## src/rtl/ex_stage.sv

```systemverilog
// Execute stage of the 5-stage MIPS pipeline: ID/EX latch, logic/shift ALU,
// EX/MEM latch and the EX forwarding bus back to the decoder.
module ex_stage #(
  parameter int unsigned DATA_W = 32,
  parameter int unsigned ADDR_W = 5
) (
  input  logic              clk,
  input  logic              rst,
  input  logic [2:0]        id_alusel_i,
  input  logic [7:0]        id_aluop_i,
  input  logic [DATA_W-1:0] id_reg1_i,
  input  logic [DATA_W-1:0] id_reg2_i,
  input  logic [ADDR_W-1:0] id_waddr_i,
  input  logic              id_we_i,
  input  logic              stall_i,
  input  logic              mem_stall_i,
  input  logic              flush_i,
  output logic [ADDR_W-1:0] ex_waddr_o,
  output logic              ex_we_o,
  output logic [DATA_W-1:0] ex_wdata_o,
  output logic [ADDR_W-1:0] mem_waddr_o,
  output logic              mem_we_o,
  output logic [DATA_W-1:0] mem_wdata_o
);

  localparam logic [2:0] EXE_RES_NOP   = 3'b000;
  localparam logic [2:0] EXE_RES_LOGIC = 3'b001;
  localparam logic [2:0] EXE_RES_SHIFT = 3'b010;

  localparam logic [7:0] EXE_OP_NOP_NOP = 8'b0000_0000;
  localparam logic [7:0] EXE_OP_AND     = 8'b0010_0100;
  localparam logic [7:0] EXE_OP_OR      = 8'b0010_0101;
  localparam logic [7:0] EXE_OP_XOR     = 8'b0010_0110;
  localparam logic [7:0] EXE_OP_NOR     = 8'b0010_0111;
  localparam logic [7:0] EXE_OP_SLL     = 8'b0111_1100;
  localparam logic [7:0] EXE_OP_SRL     = 8'b0000_0010;
  localparam logic [7:0] EXE_OP_SRA     = 8'b0000_0011;

  localparam int unsigned SA_W = 5;

  logic [2:0]        alusel_q;
  logic [7:0]        aluop_q;
  logic [DATA_W-1:0] reg1_q;
  logic [DATA_W-1:0] reg2_q;
  logic [ADDR_W-1:0] waddr_q;
  logic              we_q;

  logic [ADDR_W-1:0] mem_waddr_q;
  logic              mem_we_q;
  logic [DATA_W-1:0] mem_wdata_q;

  logic [DATA_W-1:0] result;
  logic              valid;
  logic [SA_W-1:0]   sa;

  // ID/EX latch: any stall holds the instruction in EX.
  always_ff @(posedge clk or negedge rst) begin
    if (!rst) begin
      alusel_q <= EXE_RES_NOP;
      aluop_q  <= EXE_OP_NOP_NOP;
      reg1_q   <= '0;
      reg2_q   <= '0;
      waddr_q  <= '0;
      we_q     <= 1'b0;
    end else if (flush_i) begin
      alusel_q <= EXE_RES_NOP;
      aluop_q  <= EXE_OP_NOP_NOP;
      reg1_q   <= '0;
      reg2_q   <= '0;
      waddr_q  <= '0;
      we_q     <= 1'b0;
    end else if (!(mem_stall_i || stall_i)) begin
      alusel_q <= id_alusel_i;
      aluop_q  <= id_aluop_i;
      reg1_q   <= id_reg1_i;
      reg2_q   <= id_reg2_i;
      waddr_q  <= id_waddr_i;
      we_q     <= id_we_i;
    end
  end

  assign sa = reg1_q[SA_W-1:0];

  always_comb begin
    result = '0;
    valid  = 1'b0;
    unique case (alusel_q)
      EXE_RES_LOGIC: begin
        valid = 1'b1;
        case (aluop_q)
          EXE_OP_AND: result = reg1_q & reg2_q;
          EXE_OP_OR:  result = reg1_q | reg2_q;
          EXE_OP_XOR: result = reg1_q ^ reg2_q;
          EXE_OP_NOR: result = ~(reg1_q | reg2_q);
          default:    valid  = 1'b0;
        endcase
      end
      EXE_RES_SHIFT: begin
        valid = 1'b1;
        case (aluop_q)
          EXE_OP_SLL: result = reg2_q << sa;
          EXE_OP_SRL: result = reg2_q >> sa;
          EXE_OP_SRA: result = DATA_W'($signed(reg2_q) >>> sa);
          default:    valid  = 1'b0;
        endcase
      end
      default: valid = 1'b0;
    endcase
  end

  // $0 is never forwarded or written back.
  assign ex_waddr_o = waddr_q;
  assign ex_we_o    = we_q & valid & (waddr_q != '0);
  assign ex_wdata_o = result;

  // EX/MEM latch: stall_i inserts a bubble, mem_stall_i freezes.
  always_ff @(posedge clk or negedge rst) begin
    if (!rst) begin
      mem_waddr_q <= '0;
      mem_we_q    <= 1'b0;
      mem_wdata_q <= '0;
    end else if (flush_i) begin
      mem_waddr_q <= '0;
      mem_we_q    <= 1'b0;
      mem_wdata_q <= '0;
    end else if (mem_stall_i) begin
      mem_waddr_q <= mem_waddr_q;
      mem_we_q    <= mem_we_q;
      mem_wdata_q <= mem_wdata_q;
    end else if (stall_i) begin
      mem_waddr_q <= '0;
      mem_we_q    <= 1'b0;
      mem_wdata_q <= '0;
    end else begin
      mem_waddr_q <= ex_waddr_o;
      mem_we_q    <= ex_we_o;
      mem_wdata_q <= ex_wdata_o;
    end
  end

  assign mem_waddr_o = mem_waddr_q;
  assign mem_we_o    = mem_we_q;
  assign mem_wdata_o = mem_wdata_q;

endmodule

```

## config.mk

```make
export PLATFORM = sky130hd
export DESIGN_NAME = ex_stage
export DESIGN_NICKNAME = d
export VERILOG_FILES = /design/src/rtl/ex_stage.sv
export SDC_FILE = /design/constraint.sdc
export NUM_CORES = 1
export LEC_CHECK = 0
export BUFFER_PORTS_ARGS = -buffer_cell sky130_fd_sc_hd__buf_2
export CAP_MARGIN = 20
export CORE_MARGIN = 2
export CORE_UTILIZATION = 49
export CTS_CLUSTER_SIZE = 40
export DETAILED_ROUTE_END_ITERATION = 12
export GPL_TIMING_DRIVEN = 0
export PLACE_DENSITY = 0.7
export SETUP_SLACK_MARGIN = 0.15
export SYNTH_ARGS = -nofsm -noshare
export SYNTH_HDL_FRONTEND = slang
export SYNTH_SLANG_ARGS = --single-unit
export TNS_END_PERCENT = 10
```

## constraint.sdc

```tcl
create_clock -name clk -period 6.67 [get_ports clk]
set_input_delay 1.334 -clock clk [delete_from_list [all_inputs] [get_ports clk]]
set_output_delay 1.334 -clock clk [all_outputs]
set_load 0.005 [all_outputs]
```

==> impl_metrics.json <==
{
  "die_area_mm2": 0.0231,
  "fp.dieW_um": 152,
  "grt_first_pass_wirelength_um": 73000,
  "start_util_pct": 49.5,
  "synth_top_cell_area_share_pct": 27.8,
  "relSlewSlack_pct": 23.2,
  "fp-row-count": 54,
  "gp_congestion": 1.11,
  "syn-num-nets": 1316,
  "rr_worst_depth": 12,
  "drv_slew": 0,
  "synth_ff_type": "dfrtp_1",
  "synth-edff-count": 0,
  "grt_max_degree": 65,
  "ant_nets": 0,
  "die_h_um": 152,
  "yosys.area.top_type": "dfrtp_1",
  "cts.htree.levels": 4,
  "syn_area_mm2": 0.0107,
  "pin_count": 162,
  "dpl_cell_area_mm2": 0.0119,
  "drtIter0Drc": 1784,
  "rsz0062_at_grt": "false",
  "status": "completed",
  "drv_cap": 0,
  "cts_root_buffer": "clkbuf_16",
  "cellLeakagePower_nw": 5.47,
  "tns_ps": 0,
  "whs_path_depth": 2,
  "grt_overflow_total": 0,
  "ys_types": 69,
  "finalHoldViolations": 0,
  "period_minus_slack_ps": 5940,
  "seq_area_mm2": 0.00298,
  "end_kind": "output pin",
  "grt_usage_pct": 42.5,
  "crit_arrival_ps": 4610,
  "avgSynthCellArea_um2": 9.22,
  "layout-drive-gt1-share_pct": 22.7,
  "ys_warn_count": 0,
  "port_buffers": 161,
  "ctsResizeCount": 0,
  "fin_worst_skew_ps": 10.6,
  "max_freq_mhz": 168,
  "multiInputGateArea_mm2": 0.00691,
  "clk_pin_slew_ps": 60,
  "vias_per_cell": 6.97,
  "antenna_found_initial": 2,
  "crit_path_start_kind": "flop",
  "p_per_area_mw_per_mm2": 179,
  "synthArstFlopShare_pct": 100,
  "avgRoutedWirePerCell_um": 30.5,
  "layout.nets": 1499,
  "worstPathMaxFanout": 10,
  "cts_tree": "built",
  "vias": 11400,
  "clock_path_buffers": 2,
  "grt_pass1_vias": 10700,
  "whs_ps": 482,
  "vdd_ir_drop_max_v": 0.000150,
  "drtPass1Iterations": 6,
  "yosysSeqAreaShare_pct": 27.8,
  "place_hpwl_um": 38300,
  "critPathKind": "flop to output pin",
  "postCtsHoldBufs": 0,
  "setup_violations": 0,
  "numCtsBuffers": 17,
  "worstPathRequired_ps": 5340,
  "min_period_over_period_pct": 89.1,
  "post_cts_buffers": 0,
  "clkLatencyLatePin_ps": 440,
  "hold_path_class": "flop to flop",
  "fillCellCount": 1972,
  "synth_seq_cells": 119,
  "final_cell_area_mm2": 0.0125,
  "core_mm2": 0.0217,
  "synth_cells": 1164,
  "synthTopCellsByArea": "dfrtp_1, mux4_2, ha_1, a22o_1, mux2i_1",
  "wl_um": 49900,
  "max_slew.worst_pin.slew_ps": 1150,
  "syn_to_final_growth_pct": 16.7,
  "clkSinkCount": 119,
  "drc": 0
}
==> metrics by stage <==
stage	worst slack (ps)	util (%)	power (mW)	cells
floorplan	2810	-	1.06	1164
global route	842	57.7	2.28	1639
global placement	1580	54.8	1.26	1605
finish	729	57.7	2.23	1640
CTS	1060	57.7	2.20	1639
detailed placement	1530	55.0	1.27	1608
==> worst max-delay path, stage by stage (launching register included) <==
cell and delay (ps):
dfrtp_1 380, buf_6 180, buf_6 200, buf_4 230, buf_4 270, buf_4 280
inv_1 110, ha_1 330, nand2b_1 180, a31oi_1 850, o21ai_0 200, a222oi_1 570
o22ai_1 180, buf_2 180
==> worst paths after layout <==
| kind | from | endpoint | slack, ps |
|---|---|---|---|
| setup / recovery | reg1_q[0]$_DFFE_PN0P_ | ex_wdata_o[28] | 730 |
| hold / removal | mem_wdata_o[2]$_DFFE_PN0P_ | mem_wdata_o[2]$_DFFE_PN0P_ | 480 |
| setup reg to reg | reg1_q[0]$_DFFE_PN0P_ | mem_wdata_o[28]$_DFFE_PN0P_ | 2580 |
| hold reg to reg | mem_wdata_o[2]$_DFFE_PN0P_ | mem_wdata_o[2]$_DFFE_PN0P_ | 480 |
| max in group asynchronous | rst | mem_wdata_o[27]$_DFFE_PN0P_ | 5110 |
| min in group asynchronous | rst | reg1_q[23]$_DFFE_PN0P_ | 840 |
==> flip-flops by register name, summed over array words and instances, names as in the netlist <==
| signal | flops |
|---|---|
| reg2_q | 32 |
| mem_we_o | 1 |
| ex_waddr_o | 5 |
| reg1_q | 32 |
| alusel_q | 3 |
| mem_wdata_o | 32 |
| aluop_q | 8 |
| mem_waddr_o | 5 |
| we_q | 1 |
==> placed cells by master (no fill, tap or decap), types with 6 or more instances in the layout <==
cell type,Yosys,routed
mux2_2,20,20
o21bai_1,9,9
ha_1,66,66
buf_4,6,6
a2bb2oi_1,9,9
o211ai_1,10,10
dfrtp_1,119,119
o21ai_0,81,81
o22ai_1,33,33
o31ai_1,7,7
mux2i_1,43,43
a22o_1,91,91
clkbuf_16,0,17
mux4_2,58,58
nor2_1,79,79
inv_1,87,87
nand2b_1,7,7
a21oi_1,49,49
nor2b_1,9,9
buf_2,12,173
o221ai_1,17,17
nand3_1,13,13
nor3_1,15,15
mux4_1,8,8
clkbuf_1,83,83
nand2_1,101,101
o32ai_1,6,6
buf_1,12,12
buf_6,4,6
a211oi_1,10,10
==> per-layer routing <==
| layer | share of wire [%] | track usage [%] |
|---|---|---|
| met5 | 0.098 | 0 |
| met4 | 6.1 | 20.3 |
| met3 | 14 | 15.3 |
| met2 | 42 | 60.9 |
| met1 | 39 | 57.2 |
==> final cells by class <==
class	instances	area share, %
Inverter	90	2.70
Tap cell	280	2.80
Buffer	117	4.05
Clock inverter	14	1.22
Multi-Input combinational cell	838	55.2
Antenna cell	1	0.0200
Timing Repair Buffer	164	6.84
Sequential cell	119	23.8
Clock buffer	17	3.40
==> where the power goes <==
group          internal, mW  switching [mW]  leakage (nW)
Sequential            0.745          0.0434          1.63
Clock                 0.550           0.400         0.272
Combinational         0.176           0.321          3.57
==> Yosys cell counts, drive strengths merged, types with 6 or more instances <==
cell	n
dfrtp	119
o31ai	7
nor3	15
o21bai	9
a21oi	49
inv	87
a211oi	10
o32ai	6
a22o	91
buf	34
mux4	66
nand2b	7
o221ai	17
nor2	79
and2	6
mux2i	43
clkbuf	83
a2bb2oi	9
o211ai	10
nor4	6
nor2b	9
mux2	20
o21ai	82
o22ai	33
ha	66
nand2	101
nand3	13
==> cells by family after synthesis <==
| group | count (synthesis) | synth area share, % |
|---|---|---|
| and+or+nand+nor | 260 | 11.0 |
| buffers and inverters | 207 | 7.87 |
| adders and majority gates | 66 | 7.70 |
| muxes | 129 | 20.2 |
| xor gates and xnor gates | 1 | 0.0816 |
| DFF | 119 | 27.8 |
| AOI/OAI and AO/OA | 382 | 25.4 |
Note: power is estimated with default switching activity, not from simulation.
